<file path="config.mk">
export PLATFORM = sky130hd
export DESIGN_NAME = clk_div_multi
export DESIGN_NICKNAME = d
export VERILOG_FILES = /design/src/rtl/clk_div_multi.sv
export SDC_FILE = /design/constraint.sdc
export NUM_CORES = 1
export LEC_CHECK = 0
export CELL_PAD_IN_SITES_DETAIL_PLACEMENT = 1
export CELL_PAD_IN_SITES_GLOBAL_PLACEMENT = 2
export CORE_UTILIZATION = 36
export CTS_BUF_LIST = sky130_fd_sc_hd__clkbuf_2
export CTS_CLUSTER_SIZE = 16
export DETAILED_ROUTE_END_ITERATION = 10
export HOLD_SLACK_MARGIN = 0.08
export PLACE_DENSITY_LB_ADDON = 0.05
export REMOVE_ABC_BUFFERS = 1
export SLEW_MARGIN = 20
export SYNTH_ARGS = -nofsm -noshare
export SYNTH_HDL_FRONTEND = slang
export SYNTH_SLANG_ARGS = --single-unit
</file>
<file path="constraint.sdc">
create_clock -name clk -period 2 [get_ports clk]
set_input_delay 0.4 -clock clk [delete_from_list [all_inputs] [get_ports clk]]
set_output_delay 0.4 -clock clk [all_outputs]
set_load 0.01 [all_outputs]
</file>
<file path="src/rtl/clk_div_multi.sv">
// Multi-channel 50 % duty clock divider with a per-channel toggle tick and glitch-free divisor reload.
// Define CLKDIV_SYNC_EN to compile in the global phase-realign path driven by sync_i.
module clk_div_multi #(
    parameter int unsigned      NUM_CH  = 3,
    parameter int unsigned      CNT_W   = 32,
    parameter logic [CNT_W-1:0] DEF_DIV = CNT_W'(4_999_999)
) (
    input  logic                    clk,
    input  logic                    rst_n,
    input  logic [NUM_CH-1:0]       en_i,
    input  logic [NUM_CH*CNT_W-1:0] div_i,
    input  logic                    sync_i,
    output logic [NUM_CH-1:0]       clk_ls,
    output logic [NUM_CH-1:0]       tick_o
);

    localparam logic [CNT_W-1:0] CNT_ONE = CNT_W'(1);

`ifndef CLKDIV_SYNC_EN
    logic sync_unused;
    assign sync_unused = sync_i;
`endif

    genvar n;
    generate
        for (n = 0; n < NUM_CH; n++) begin : g_ch
            logic [CNT_W-1:0] cnt;
            logic [CNT_W-1:0] act_div;
            logic [CNT_W-1:0] div_n;
            logic             clk_q;
            logic             tick_q;
            logic             wrap;

            assign div_n = div_i[n*CNT_W +: CNT_W];
            // Exact equality keeps cnt <= act_div, so the all-ones divisor never overflows.
            assign wrap  = (cnt == act_div);

            always_ff @(posedge clk or negedge rst_n) begin
                if (!rst_n) begin
                    cnt     <= '0;
                    act_div <= DEF_DIV;
                    clk_q   <= 1'b0;
                    tick_q  <= 1'b0;
                end else if (!en_i[n]) begin
                    cnt     <= '0;
                    act_div <= div_n;
                    clk_q   <= 1'b0;
                    tick_q  <= 1'b0;
`ifdef CLKDIV_SYNC_EN
                end else if (sync_i) begin
                    cnt     <= '0;
                    act_div <= div_n;
                    clk_q   <= 1'b0;
                    tick_q  <= 1'b0;
`endif
                end else if (wrap) begin
                    // New divisor only takes effect at a half-period boundary.
                    cnt     <= '0;
                    act_div <= div_n;
                    clk_q   <= ~clk_q;
                    tick_q  <= 1'b1;
                end else begin
                    cnt     <= cnt + CNT_ONE;
                    tick_q  <= 1'b0;
                end
            end

            assign clk_ls[n] = clk_q;
            assign tick_o[n] = tick_q;
        end
    endgenerate

endmodule

</file>
# After elaboration in Yosys (flattened, before gate mapping)
# Index checks and enable logic that the tools add are counted.
op_classes:
  n_addsub: 3
  multipliers: 0
  div: 0
  magnitude_cmp: 0
  n_eq_ne: 6
  shifts: 0
  n_mux: 24
  n_bitwise: 3
  n_reduce_logical: 0
ops:
  columns: ["cell", "n"]
  rows:
  - ["32-bit 2-to-1 mux", 12]
  - ["32-bit by 1-bit adder with 32-bit output, second input constant", 3]
  - ["32-bit equality test", 3]
  - ["1-bit 2-to-1 mux", 12]
  - ["2-bit by 1-bit inequality test with 1-bit output, second input constant", 3]
  - ["1-bit inverter", 3]
word_totals:
  ff_bits: 198
  latchBits: 0
  ramBits: 0
  romBits: 0
  inputBits: 102
  out_inout_bits: 6
  word_cells: 48
  memories: 0

# Logic depth before layout (Yosys ltp)
# Gate-level depths: netlist (run 1).
logic_depth:
  depth_word: 3
  ltp_mapped: 8
  ltp_nobuf: 6

# Worst setup path after synthesis (run 1)
# No wires, ideal clock.
synth_timing:
  path_type: "register -> register"
  startpoint: "register g_ch[0].cnt[2]"
  endpoint: "register g_ch[0].act_div[26]"
  setup_ns: 0.125
  arrival_time_ns: 1.945
  required_ns: 1.875
  slack_ns: -0.070
  stages_incl_launch_ff: 8
  period_less_slack_ns: 2.070
  path_cell_list: "dfrtp_1 buf_6 xor2_1 nor4_2 nand4_2 o21ai_4 buf_8 mux2_4"
synth_via:
  elab_chain_cells: 2
synth_lines:
  columns: ["element", "line", "rtl"]
  rows:
  - ["start, declared", "27", "logic [CNT_W-1:0] cnt;"]
  - ["start signal, assigned", "63", "cnt <= cnt + CNT_ONE;"]
  - ["32-bit equality test", "36", "assign wrap = (cnt == act_div);"]
  - ["2-bit by 1-bit inequality test with 1-bit output (no source line)", null, null]
  - ["end signal, assigned", "46", "act_div <= div_n;"]
  - ["end signal, assigned", "59", "act_div <= div_n;"]
  - ["end, declared", "28", "logic [CNT_W-1:0] act_div;"]
# Every way passes these cells.
# A chain may end at the register's enable or synchronous reset.

# Worst setup path after layout (run 1)
layout_timing:
  startpoint: "register g_ch[2].cnt[20]"
  endpoint: "register g_ch[2].act_div[19]"
layout_via:
  elab_chain_cells: 2
layout_lines:
  columns: ["element", "line"]
  rows:
  - ["start, declared", "27"]
  - ["start signal, assigned", "63"]
  - ["32-bit equality test", "36"]
  - ["2-bit by 1-bit inequality test with 1-bit output (no source line)", null]
  - ["end signal, assigned", "46"]
  - ["end signal, assigned", "59"]
  - ["end, declared", "28"]
# Every way passes these cells.

==> results.cfg, run 1 <==
[die]
floorplan.initialDensity_pct = 37.1
die-width_um = 167
core_region_area_um2 = 26400
dieArea_um2 = 27800
dieHeight_um = 167
io_pins = 108
std_cell_rows = 59

[sta]
worst_pin_slew_ns = 0.605
worst_clock_skew_ns = 0.0515
highest_achievable_clock_rate_ghz = 0.439
rsz0062_at_grt = true
period_needed_ns = 2.28
hold_violations = 0
setup_ws_post_layout_ns = -0.276
drv_slew = 0
final.period_utilization_pct = 114
slew_headroom_pct = 59.5
setup_viol_count_final = 194
tns_ns = -29.33

[route]
wl_per_cell_um = 18.6
first_pass_iteration_count_of_the_detailed_router = 4
drc = 0
drt_first_iter_violations = 242
via_count = 7168
via_to_cell_ratio = 4.90
finalWirelength_um = 27200
route.antenna.remaining_nets = 0

[synth]
synth.top_cells.by_count = 159 x sky130_fd_sc_hd__dfrtp_1, 140 x sky130_fd_sc_hd__xor2_1, 106 x sky130_fd_sc_hd__nor2_1
most_common_cell_in_the_synthesized_netlist = sky130_fd_sc_hd__dfrtp_1
instance_count_of_the_mapped_netlist = 837
yosys_warnings = 0
cell_type_with_the_highest_aggregate_area_in_the_netlist = sky130_fd_sc_hd__dfrtp_1
syn_area_per_cell_um2 = 11.7
synth.ff_latch_count = 198
async_set_or_reset_flop_fraction_in_the_synthesized_netlist_pct = 100
ys.flop_type = sky130_fd_sc_hd__dfrtp_1
synth_enable_flop_cells = 0
count_of_different_cell_masters_after_synthesis = 35
sequential_share_of_the_synthesized_area_pct = 51.1
synth.cell_area_um2 = 9790
netlist.area_leader.share_pct = 40.7
synth_area_leaders = sky130_fd_sc_hd__dfrtp_1 41%, sky130_fd_sc_hd__xor2_1 13%, sky130_fd_sc_hd__dfstp_2 10%

[finish]
final-seq-area_um2 = 5000
area_growth_synth_to_finish_pct = 42.3
instances_no_fill = 1463
final_nets = 1218
multi_input_combinational_cell_area_um2 = 5080
post_route_cells_drive_above_1_share_pct = 38.7
final_layout_fill_cell_count = 2713

[place]
io_buffer_count = 106
dpl.hpwl_um = 18500
place_inst = 1393
place.gp.congestion = 0.777

[run_status]
run_status = complete, but fails checks
violations_in_the_final_reports = setup timing

[clock_tree]
numCtsBuffers = 17
cts-htree-levels = 4
clock_path_buffers = 2
root_buffer_cell = sky130_fd_sc_hd__clkbuf_2
tritoncts = yes
worst_skew_pair.late_latency_ns = 0.78
cts.sinks = 198
clk_transition_reported_paths_ns = 0.33

[worst_setup_path]
cp_data_arrival_time_ns = 3.04
critical_path.max_fanout = 5
timing.setup.critical_path_class = reg2reg
rr_endpoint = g_ch[2].act_div[19]
worst_r2r_startpoint = g_ch[2].cnt[20]
worst-endpoint-required_ns = 2.77
regToRegSetupSlack_ns = -0.28
crit_path_start_kind = flop
crit_path_start = g_ch[2].cnt[20]
reg2regPathDepth = 9
critPathCaptureType = flop

[grt]
grt_first_pass_wirelength_um = 43100
grtUsageTotal_pct = 19.7
grt_remaining_overflow = 0
grt_antenna_before_repair = 1
grt_max_degree = 29
first_global_vias = 8070

[power]
power_per_cell_area_nw_per_um2 = 570
leakage_nw = 6.30
highest_ir_drop_seen_on_vdd_v = 0.000281

[min_path]
min_to = g_ch[2].act_div[17]
min_from = div_i[81]
min_path_type = in2reg
worst_hold_path.num_cells = 2

[run]
drv_cap = 0
## logic make-up (layout without fill, tap and decap cells)
family,count (synthesis),count (layout),share of synthesized area [%]
DFF,198,198,51.1
muxes,96,96,12.0
other,0,2,0
adders and majority gates,3,3,0.384
xor gates and xnor gates,182,182,16.3
buffers and inverters,50,339,3.77
and+or+nand+nor,291,291,15.2
AOI/OAI and AO/OA,17,17,1.21
## state kept, by name, summed over array words and instances, names as in the netlist
register / count
g_ch.tick_q: 3
g_ch.cnt: 96
g_ch.clk_q: 3
g_ch.act_div: 96
## critical path: stages, from the launching register on
cell                      delay (ns)
sky130_fd_sc_hd__dfrtp_1        0.49
sky130_fd_sc_hd__xor2_1         0.16
sky130_fd_sc_hd__nor4_2         0.29
sky130_fd_sc_hd__buf_4          0.17
sky130_fd_sc_hd__nand4_1        0.19
sky130_fd_sc_hd__o21ai_4        0.28
sky130_fd_sc_hd__buf_12         0.15
sky130_fd_sc_hd__buf_12         0.12
sky130_fd_sc_hd__buf_16         0.12
sky130_fd_sc_hd__mux2_4         0.31
## per-stage QoR
step           setup slack [ns]  util (%)  cell area (um2)  power [mW]  hold slack [ns]
2_1_floorplan            -0.851         -             9460        4.91            0.104
3_3_place_gp             -0.315      46.4            12200        5.43            0.422
3_5_place_dp             -0.318      46.4            12200        5.48            0.426
4_1_cts                  -0.250      50.3            13300        7.95           0.0940
5_1_grt                  -0.349      52.8            13900        8.32           0.0797
6_report                 -0.276      52.8            13900        7.94            0.194
## layout make-up
type	instances	area share [%]
Multi-Input combinational cell	589	36.5
Antenna cell	2	0.0359
Clock buffer	19	0.683
Inverter	12	0.323
Sequential cell	198	35.9
Tap cell	335	3.01
Clock inverter	13	1.24
Timing Repair Buffer	295	22.3
## report_power, final
group	total [mW]	internal (mW)	switching, mW	leakage [nW]
Clock	2.19	0.728	1.46	0.149
Combinational	1.29	0.797	0.491	3.66
Sequential	4.46	4.28	0.173	2.49
Total	7.94	5.81	2.13	6.30
## routing by layer
metal | routed length [um] | GRT usage (%) | part of all wire [%] | up-vias
met4 | 245 | 4.07 | 0.90 | 0
li1 | - | - | - | 3426
met3 | 510 | 3.09 | 1.9 | 21
met5 | 0 | 0 | 0 | -
met2 | 14200 | 34.9 | 52 | 78
met1 | 12300 | 25.4 | 45 | 3643
## worst max-delay path by stage
stage | slack, ns | end | cells after the start
final | -0.28 | g_ch[2].act_div[19] | 9
after global routing | -0.35 | g_ch[0].act_div[30] | 8
after CTS | -0.25 | g_ch[2].act_div[10] | 9
after detailed placement | -0.32 | g_ch[0].act_div[31] | 7
after global placement | -0.31 | g_ch[0].act_div[31] | 7
after floorplan | -0.85 | g_ch[0].act_div[31] | 5
## cells in the final DEF (no fill, tap or decap), types with 14 or more instances in the layout
cell	n
sky130_fd_sc_hd__dfrtp_1	159
sky130_fd_sc_hd__xor2_1	140
sky130_fd_sc_hd__buf_4	137
sky130_fd_sc_hd__clkdlybuf4s50_1	99
sky130_fd_sc_hd__mux2_4	92
sky130_fd_sc_hd__nor2_1	60
sky130_fd_sc_hd__nand3_1	43
sky130_fd_sc_hd__xnor2_1	42
sky130_fd_sc_hd__dfstp_2	39
sky130_fd_sc_hd__nand4_1	29
sky130_fd_sc_hd__nor2_4	25
sky130_fd_sc_hd__buf_12	23
sky130_fd_sc_hd__nand2_1	22
sky130_fd_sc_hd__nor2_2	21
sky130_fd_sc_hd__nor4_1	20
sky130_fd_sc_hd__clkbuf_2	20
sky130_fd_sc_hd__nor3_1	15
sky130_fd_sc_hd__nor4_2	14
## repair_timing
action                                  4_1_cts  5_1_grt
endpoints found under the hold margin       186        0
buffers inserted                             15        7
pin swaps                                    21       32
cloned                                        9        6
gates resized for setup                      99      128
endpoints found under the setup margin      201      200
hold buffers                                  3        0
No activity file was read; power rests on OpenSTA's default activity.
==> inputs of run 2 (changes only) <==
--- a/config.mk
+++ b/config.mk
@@ -5,10 +5,12 @@
 export SDC_FILE = /design/constraint.sdc
 export NUM_CORES = 1
 export LEC_CHECK = 0
+export ABC_AREA = 1
 export CELL_PAD_IN_SITES_DETAIL_PLACEMENT = 1
 export CELL_PAD_IN_SITES_GLOBAL_PLACEMENT = 2
-export CORE_UTILIZATION = 36
+export CORE_UTILIZATION = 31
 export CTS_BUF_LIST = sky130_fd_sc_hd__clkbuf_2
+export CTS_CLUSTER_DIAMETER = 50
 export CTS_CLUSTER_SIZE = 16
 export DETAILED_ROUTE_END_ITERATION = 10
 export HOLD_SLACK_MARGIN = 0.08
==> run 2 against run 1 <==
The run now ends clean. Critical path depth down 1. Cell area about the same. Routed wire length up 12%. Critical path type unchanged. First-iteration DRC count up 30%.
==> results.cfg, run 2 <==
[finish]
most-common-layout-cells = 481 x sky130_fd_sc_hd__nand2_1, 209 x sky130_fd_sc_hd__nor2_1, 155 x sky130_fd_sc_hd__dfrtp_1
area_growth_synth_to_finish_pct = 29.0
final_nets = 1748
layout.cells.most_common = sky130_fd_sc_hd__nand2_1
post_route_cells_drive_above_1_share_pct = 9.72
largestRegisters = g_ch.act_div x96, g_ch.cnt x96

[sta]
slew_headroom_pct = 54.4
rsz0062_at_grt = true
final.period_utilization_pct = 95.3
worst_pin_slew_ns = 0.681
highest_achievable_clock_rate_ghz = 0.525
final.hold.worst_slack_ns = 0.294
drv_slew = 0
setup_ws_post_layout_ns = 0.0944
tns_ns = 0
hold_violations = 0
setup_viol_count_final = 0
worst_clock_skew_ns = 0.0261
period_needed_ns = 1.91

[die]
core_region_area_um2 = 33900
std_cell_rows = 67
floorplan.initialDensity_pct = 31.9
io_pins = 108
dieHeight_um = 189
die-width_um = 189
dieArea_um2 = 35600

[clock_tree]
root_buffer_cell = sky130_fd_sc_hd__clkbuf_2
tritoncts = yes
worst_skew_pair.late_latency_ns = 0.82
cts.sinks = 198
clk_transition_reported_paths_ns = 0.29
cts-htree-levels = 4
numCtsBuffers = 17
clock_path_buffers = 2

[worst_setup_path]
reg2regPathDepth = 8
cp_data_arrival_time_ns = 2.64
critical_path.max_fanout = 5
timing.setup.critical_path_class = reg2reg
critPathCaptureType = flop
crit_path_start_kind = flop
worst-endpoint-required_ns = 2.74

[route]
wl_per_cell_um = 14.5
drt_first_iter_violations = 315
via_to_cell_ratio = 4.53
first_pass_iteration_count_of_the_detailed_router = 4
finalWirelength_um = 30500
via_count = 9531
route.antenna.remaining_nets = 0
drc = 0

[power]
seqPwrFrac_pct = 55.8
final_total_power_mw = 7.94
power_per_cell_area_nw_per_um2 = 570
p_int_mw = 5.81
comb_power_share_pct = 14.0
share_clk_of_total_power_pct = 30.2
switching_share_pct = 26.8
highest_ir_drop_seen_on_vdd_v = 0.000309
leakage_nw = 6.11
total_switching_power_mw = 2.13

[synth]
count_of_different_cell_masters_after_synthesis = 29
most_common_cell_in_the_synthesized_netlist = sky130_fd_sc_hd__nand2_1
async_set_or_reset_flop_fraction_in_the_synthesized_netlist_pct = 100
synth_area_leaders = sky130_fd_sc_hd__dfrtp_1 37%, sky130_fd_sc_hd__nand2_1 17%, sky130_fd_sc_hd__dfstp_2 9.5%
synth_top_family_by_area = simple AND/OR/NAND/NOR gates
synth_enable_flop_cells = 0
instance_count_of_the_mapped_netlist = 1414
synth.top_cells.by_count = 481 x sky130_fd_sc_hd__nand2_1, 211 x sky130_fd_sc_hd__nor2_1, 159 x sky130_fd_sc_hd__dfrtp_1
ys.flop_type = sky130_fd_sc_hd__dfrtp_1
synthAdderAreaFrac_pct = 0.348
synth-compound-area-share_pct = 0.243
netlist.area_leader.share_pct = 36.8
syn_area_per_cell_um2 = 7.64
synth_mux_area_share_pct = 0
sequential_share_of_the_synthesized_area_pct = 46.3
synth.ff_latch_count = 198
post_synth_and_or_nand_nor_area_fraction_pct = 35.2
cell_type_with_the_highest_aggregate_area_in_the_netlist = sky130_fd_sc_hd__dfrtp_1
synth.cell_area_um2 = 10800
yosys_warnings = 0
xor_xnor_portion_of_the_synthesized_cell_area_pct = 11.3

[grt]
grt_first_pass_wirelength_um = 51600
grt_remaining_overflow = 0
grt_max_degree = 84
grtUsageTotal_pct = 18.1
first_global_vias = 10135
grt_antenna_before_repair = 1

[place]
place.gp.congestion = 0.833
pre_cts_ws_ns = 0.0739
dpl.hpwl_um = 22100
io_buffer_count = 106

[run_status]
run_status = complete, no violations

[run]
drv_cap = 0

[min_path]
min_path_type = in2reg
worst_hold_path.num_cells = 3
-- run 2: cell types whose count changed in the layout (fill, tap and decap cells not counted), sizes merged, moves of 12 or more --
| cell | change |
|---|---|
| and3 | -12 |
| dlygate4sd3 | +97 |
| nand2 | +465 |
| xor2 | -87 |
| nor3 | +12 |
| buf | -118 |
| nor4 | -37 |
| nor2 | +112 |
| nand3 | +105 |
| xnor2 | +44 |
| inv | +91 |
| mux2 | -96 |
-- run 2: area by class of cell --
cell class / instances / area, um2
clock inverters: 14 / 206
fillers: 4115 / 19900
multi-input cells: 1057 / 5090
diodes: 1 / 2.50
well taps: 448 / 561
inverters: 106 / 398
clock buffers: 18 / 90.1
repair buffers: 263 / 2580
flip-flops and latches: 198 / 5010
-- run 2: through the flow --
step / utilization, % / instance area, um2 / instances
final: 41.1 / 13900 / 2105
after global routing: 41.1 / 13900 / 2105
after CTS: 41.0 / 13900 / 2102
after detailed placement: 37.2 / 12600 / 1968
after global placement: 37.2 / 12600 / 1968
after floorplan: - / 10500 / 1361
-- run 2: power groups by stage --
stage | clock [mW] | sequential [mW] | combinational (mW)
floorplan | 0 | 4.44 | 0.468
finish | 2.40 | 4.43 | 1.11
detailed placement | 0 | 4.50 | 0.966
global route | 2.68 | 4.47 | 1.27
CTS | 2.55 | 4.44 | 1.13
global placement | 0 | 4.50 | 0.946
-- run 2: timing repair --
action	4_1_cts	5_1_grt
endpoints found under the setup margin	6	64
gates resized for setup	24	10
hold buffers	99	0
setup buffers	3	2
endpoints found under the hold margin	294	0
-- run 2: kinds of logic (layout without fill, tap and decap cells) --
group	after synthesis	after routing
XOR/XNOR	139	139
adder cells (fa/ha/maj)	3	3
flip-flops	198	198
buffers and inverters	159	401
other	0	1
AND/OR/NAND/NOR	911	911
AO/OA/AOI/OAI	4	4
-- run 2: worst paths after layout --
path	slack (ns)	to	from
worst max-delay path	0.09	g_ch[1].cnt[20]	g_ch[1].cnt[0]
worst min-delay path	0.29	g_ch[2].act_div[3]	en_i[2]
worst max register to register	0.09	g_ch[1].cnt[20]	g_ch[1].cnt[0]
worst min register to register	0.51	g_ch[0].act_div[14]	g_ch[0].act_div[14]
max in group asynchronous	0.27	g_ch[2].cnt[12]	rst_n
min in group asynchronous	0.66	g_ch[2].act_div[6]	rst_n
-- run 2: critical path, cell delays in order (launching register included) --
cell and delay (ns):
sky130_fd_sc_hd__dfrtp_2 0.49, sky130_fd_sc_hd__ha_1 0.24, sky130_fd_sc_hd__nand3_2 0.12, sky130_fd_sc_hd__nor2_1 0.20, sky130_fd_sc_hd__and2_0 0.27, sky130_fd_sc_hd__buf_4 0.17, sky130_fd_sc_hd__nand3_1 0.10, sky130_fd_sc_hd__xor2_1 0.19
sky130_fd_sc_hd__nor2_2 0.04
-- run 2: layer usage --
| layer | global-route usage, % | up-vias | wire length [um] |
|---|---|---|---|
| li1 | - | 4828 | - |
| met1 | 23.7 | 4608 | 14800 |
| met2 | 31.4 | 84 | 14900 |
| met3 | 2.89 | 11 | 602 |
| met4 | 3.82 | 0 | 262 |
| met5 | 0 | - | 0 |
==> inputs of run 3 (changes only) <==
--- a/config.mk
+++ b/config.mk
@@ -8,11 +8,12 @@
 export ABC_AREA = 1
 export CELL_PAD_IN_SITES_DETAIL_PLACEMENT = 1
 export CELL_PAD_IN_SITES_GLOBAL_PLACEMENT = 2
-export CORE_UTILIZATION = 31
+export CORE_UTILIZATION = 35
 export CTS_BUF_LIST = sky130_fd_sc_hd__clkbuf_2
 export CTS_CLUSTER_DIAMETER = 50
 export CTS_CLUSTER_SIZE = 16
 export DETAILED_ROUTE_END_ITERATION = 10
+export DONT_BUFFER_PORTS = 1
 export HOLD_SLACK_MARGIN = 0.08
 export PLACE_DENSITY_LB_ADDON = 0.05
 export REMOVE_ABC_BUFFERS = 1
==> run 3 against run 2 <==
Power fell by 3.3%. Combinational power fell by 19%. Largest cell class unchanged. Via count shrank 2.0%. Critical path depth grew 2. The flow now finishes with violations (hold timing). Core utilization grew 3.0 points. First-iteration DRC count is 17% higher. Critical path type unchanged. Sequential share of layout area increased by 1.8 points. Highest routed layer unchanged.
==> results.cfg, run 3 (same netlist as run 2, synthesis figures left out) <==
[run_status]
run_status = complete, but fails checks
violations_in_the_final_reports = hold timing

[sta]
slew_headroom_pct = 60.4
hold_violations = 198
final.period_utilization_pct = 92.0
period_needed_ns = 1.84
setup_viol_count_final = 0
worst_pin_slew_ns = 0.594
rsz0062_at_grt = false
final.hold.worst_slack_ns = -0.820
highest_achievable_clock_rate_ghz = 0.543
worst_clock_skew_ns = 0.0308
drv_slew = 0

[die]
dieArea_um2 = 31600
die-width_um = 178
io_pins = 108
std_cell_rows = 63
floorplan.initialDensity_pct = 36.0
core_region_area_um2 = 30000
dieHeight_um = 178

[route]
wl_per_cell_um = 15.6
via_count = 9337
route.antenna.remaining_nets = 0
drt_first_iter_violations = 370
finalWirelength_um = 30900
drc = 0
first_pass_iteration_count_of_the_detailed_router = 4
via_to_cell_ratio = 4.71

[clock_tree]
clk_transition_reported_paths_ns = 0.30
clock_path_buffers = 2
tritoncts = yes
root_buffer_cell = sky130_fd_sc_hd__clkbuf_2
numCtsBuffers = 17
cts.sinks = 198
cts-htree-levels = 4
worst_skew_pair.late_latency_ns = 0.88

[worst_setup_path]
crit_path_start = g_ch[2].cnt[22]
critPathCaptureType = flop
crit_path_frequent_cell = sky130_fd_sc_hd__nand2_1
regToRegSetupSlack_ns = 0.16
worst_path_dominant_cell_family = simple AND/OR/NAND/NOR gates
cp_data_arrival_time_ns = 2.69
worst-endpoint-required_ns = 2.85
worst_path_max_delay_cell = sky130_fd_sc_hd__dfrtp_1
critical_path.max_fanout = 33
worst_r2r_startpoint = g_ch[2].cnt[22]
cp_num_buf_inv = 1
cp_cell_sequence = xnor2_1, nand2_1, nor2_1, nand2_1, nor2_1, nand2_2, nand2_2, buf_12, nand2_1, nand2_1
timing.setup.critical_path_class = reg2reg
worst_path_largest_cell_delay_ns = 0.53
rr_endpoint = g_ch[2].act_div[28]
reg2regPathDepth = 10
crit_path_start_kind = flop

[power]
highest_ir_drop_seen_on_vdd_v = 0.000403
leakage_nw = 5.82
comb_power_share_pct = 11.7
share_clk_of_total_power_pct = 30.6
total_switching_power_mw = 2.10
switching_share_pct = 27.3
power_per_cell_area_nw_per_um2 = 579
p_int_mw = 5.58
seqPwrFrac_pct = 57.7

[run]
drv_cap = 0

[grt]
grt_first_pass_wirelength_um = 50900
grt_antenna_before_repair = 1
first_global_vias = 9806
grt_remaining_overflow = 0
grtUsageTotal_pct = 20.7
grt_max_degree = 199

[finish]
multi_input_combinational_cell_area_um2 = 5100
post_route_cells_drive_above_1_share_pct = 8.50
layout.cells.most_common = sky130_fd_sc_hd__nand2_1
final_nets = 1681
final-seq-area_um2 = 5000
area_growth_synth_to_finish_pct = 22.9
instances_no_fill = 1982
most-common-layout-cells = 481 x sky130_fd_sc_hd__nand2_1, 208 x sky130_fd_sc_hd__nor2_1, 158 x sky130_fd_sc_hd__dfrtp_1, 158 x sky130_fd_sc_hd__dlygate4sd3_1, 143 x sky130_fd_sc_hd__nand3_1
final_layout_fill_cell_count = 3654
largestRegisters = g_ch.act_div x96, g_ch.cnt x96

[place]
io_buffer_count = 0
place.gp.congestion = 0.800
place_inst = 1783
dpl.hpwl_um = 20800

[min_path]
min_path_type = in2async
[run 3: changes by cell type in the layout (fill, tap and decap cells not counted), sizes merged]
| cell | before | now |
|---|---|---|
| buf | 64 | 37 |
| bufinv | 5 | 4 |
| clkbuf | 19 | 18 |
| clkdlybuf4s50 | 99 | 0 |
| clkinvlp | 3 | 4 |
| diode | 1 | 3 |
| dlygate4sd3 | 99 | 158 |
| inv | 107 | 108 |
[run 3: worst max path at each step]
stage               slack [ns]  cells past startpoint             endpoint
floorplan                -0.20                      8      g_ch[0].cnt[18]
global placement          0.12                     11      g_ch[2].cnt[25]
detailed placement        0.11                     10  g_ch[0].act_div[28]
CTS                       0.05                     11  g_ch[0].act_div[28]
global route             0.005                     11   g_ch[0].act_div[1]
finish                    0.16                     10  g_ch[2].act_div[28]
[run 3: area by class of cell]
cell class,count,area share (%)
clock inverter,15,1.53
multi-input combinational,1057,38.5
antenna,3,0.0566
sequential,198,37.7
clock buffer,17,0.641
tap,390,3.68
timing repair buffer,196,14.9
inverter,106,3.00
[run 3: through the flow]
stage	TNS, ns	instance area, um2	total power, mW	setup slack, ns	util, %
2_1_floorplan	-27.80	10500	4.91	-0.196	-
3_3_place_gp	0	11300	5.07	0.120	37.5
3_5_place_dp	0	11300	5.09	0.111	37.5
4_1_cts	0	13200	7.81	0.0463	43.8
5_1_grt	0	13300	8.11	0.00500	44.2
6_report	0	13300	7.68	0.159	44.2
[run 3: power groups by stage]
stage                     clock network [mW]  logic [mW]  registers [mW]
after floorplan                            0       0.468            4.44
after global routing                    2.62        1.03            4.47
after CTS                               2.48       0.892            4.44
final                                   2.35       0.902            4.43
after detailed placement                   0       0.598            4.50
after global placement                     0       0.577            4.49
[run 3: what timing repair did]
item / in CTS / in global routing
hold buffers: 158 / 3
endpoints found under the hold margin: 396 / 201
buffers inserted: 0 / 2
endpoints found under the setup margin: 0 / 80
gates resized for setup: 0 / 10
[run 3: per-layer routing]
metal	vias to the layer above	part of all wire (%)	global-route usage (%)	wire, um
met1	4518	50	28.9	15400
met2	106	47	33.8	14500
met4	0	0.94	4.24	289
met3	15	2.3	3.49	713
met5	-	0	0	0
li1	4698	-	-	-
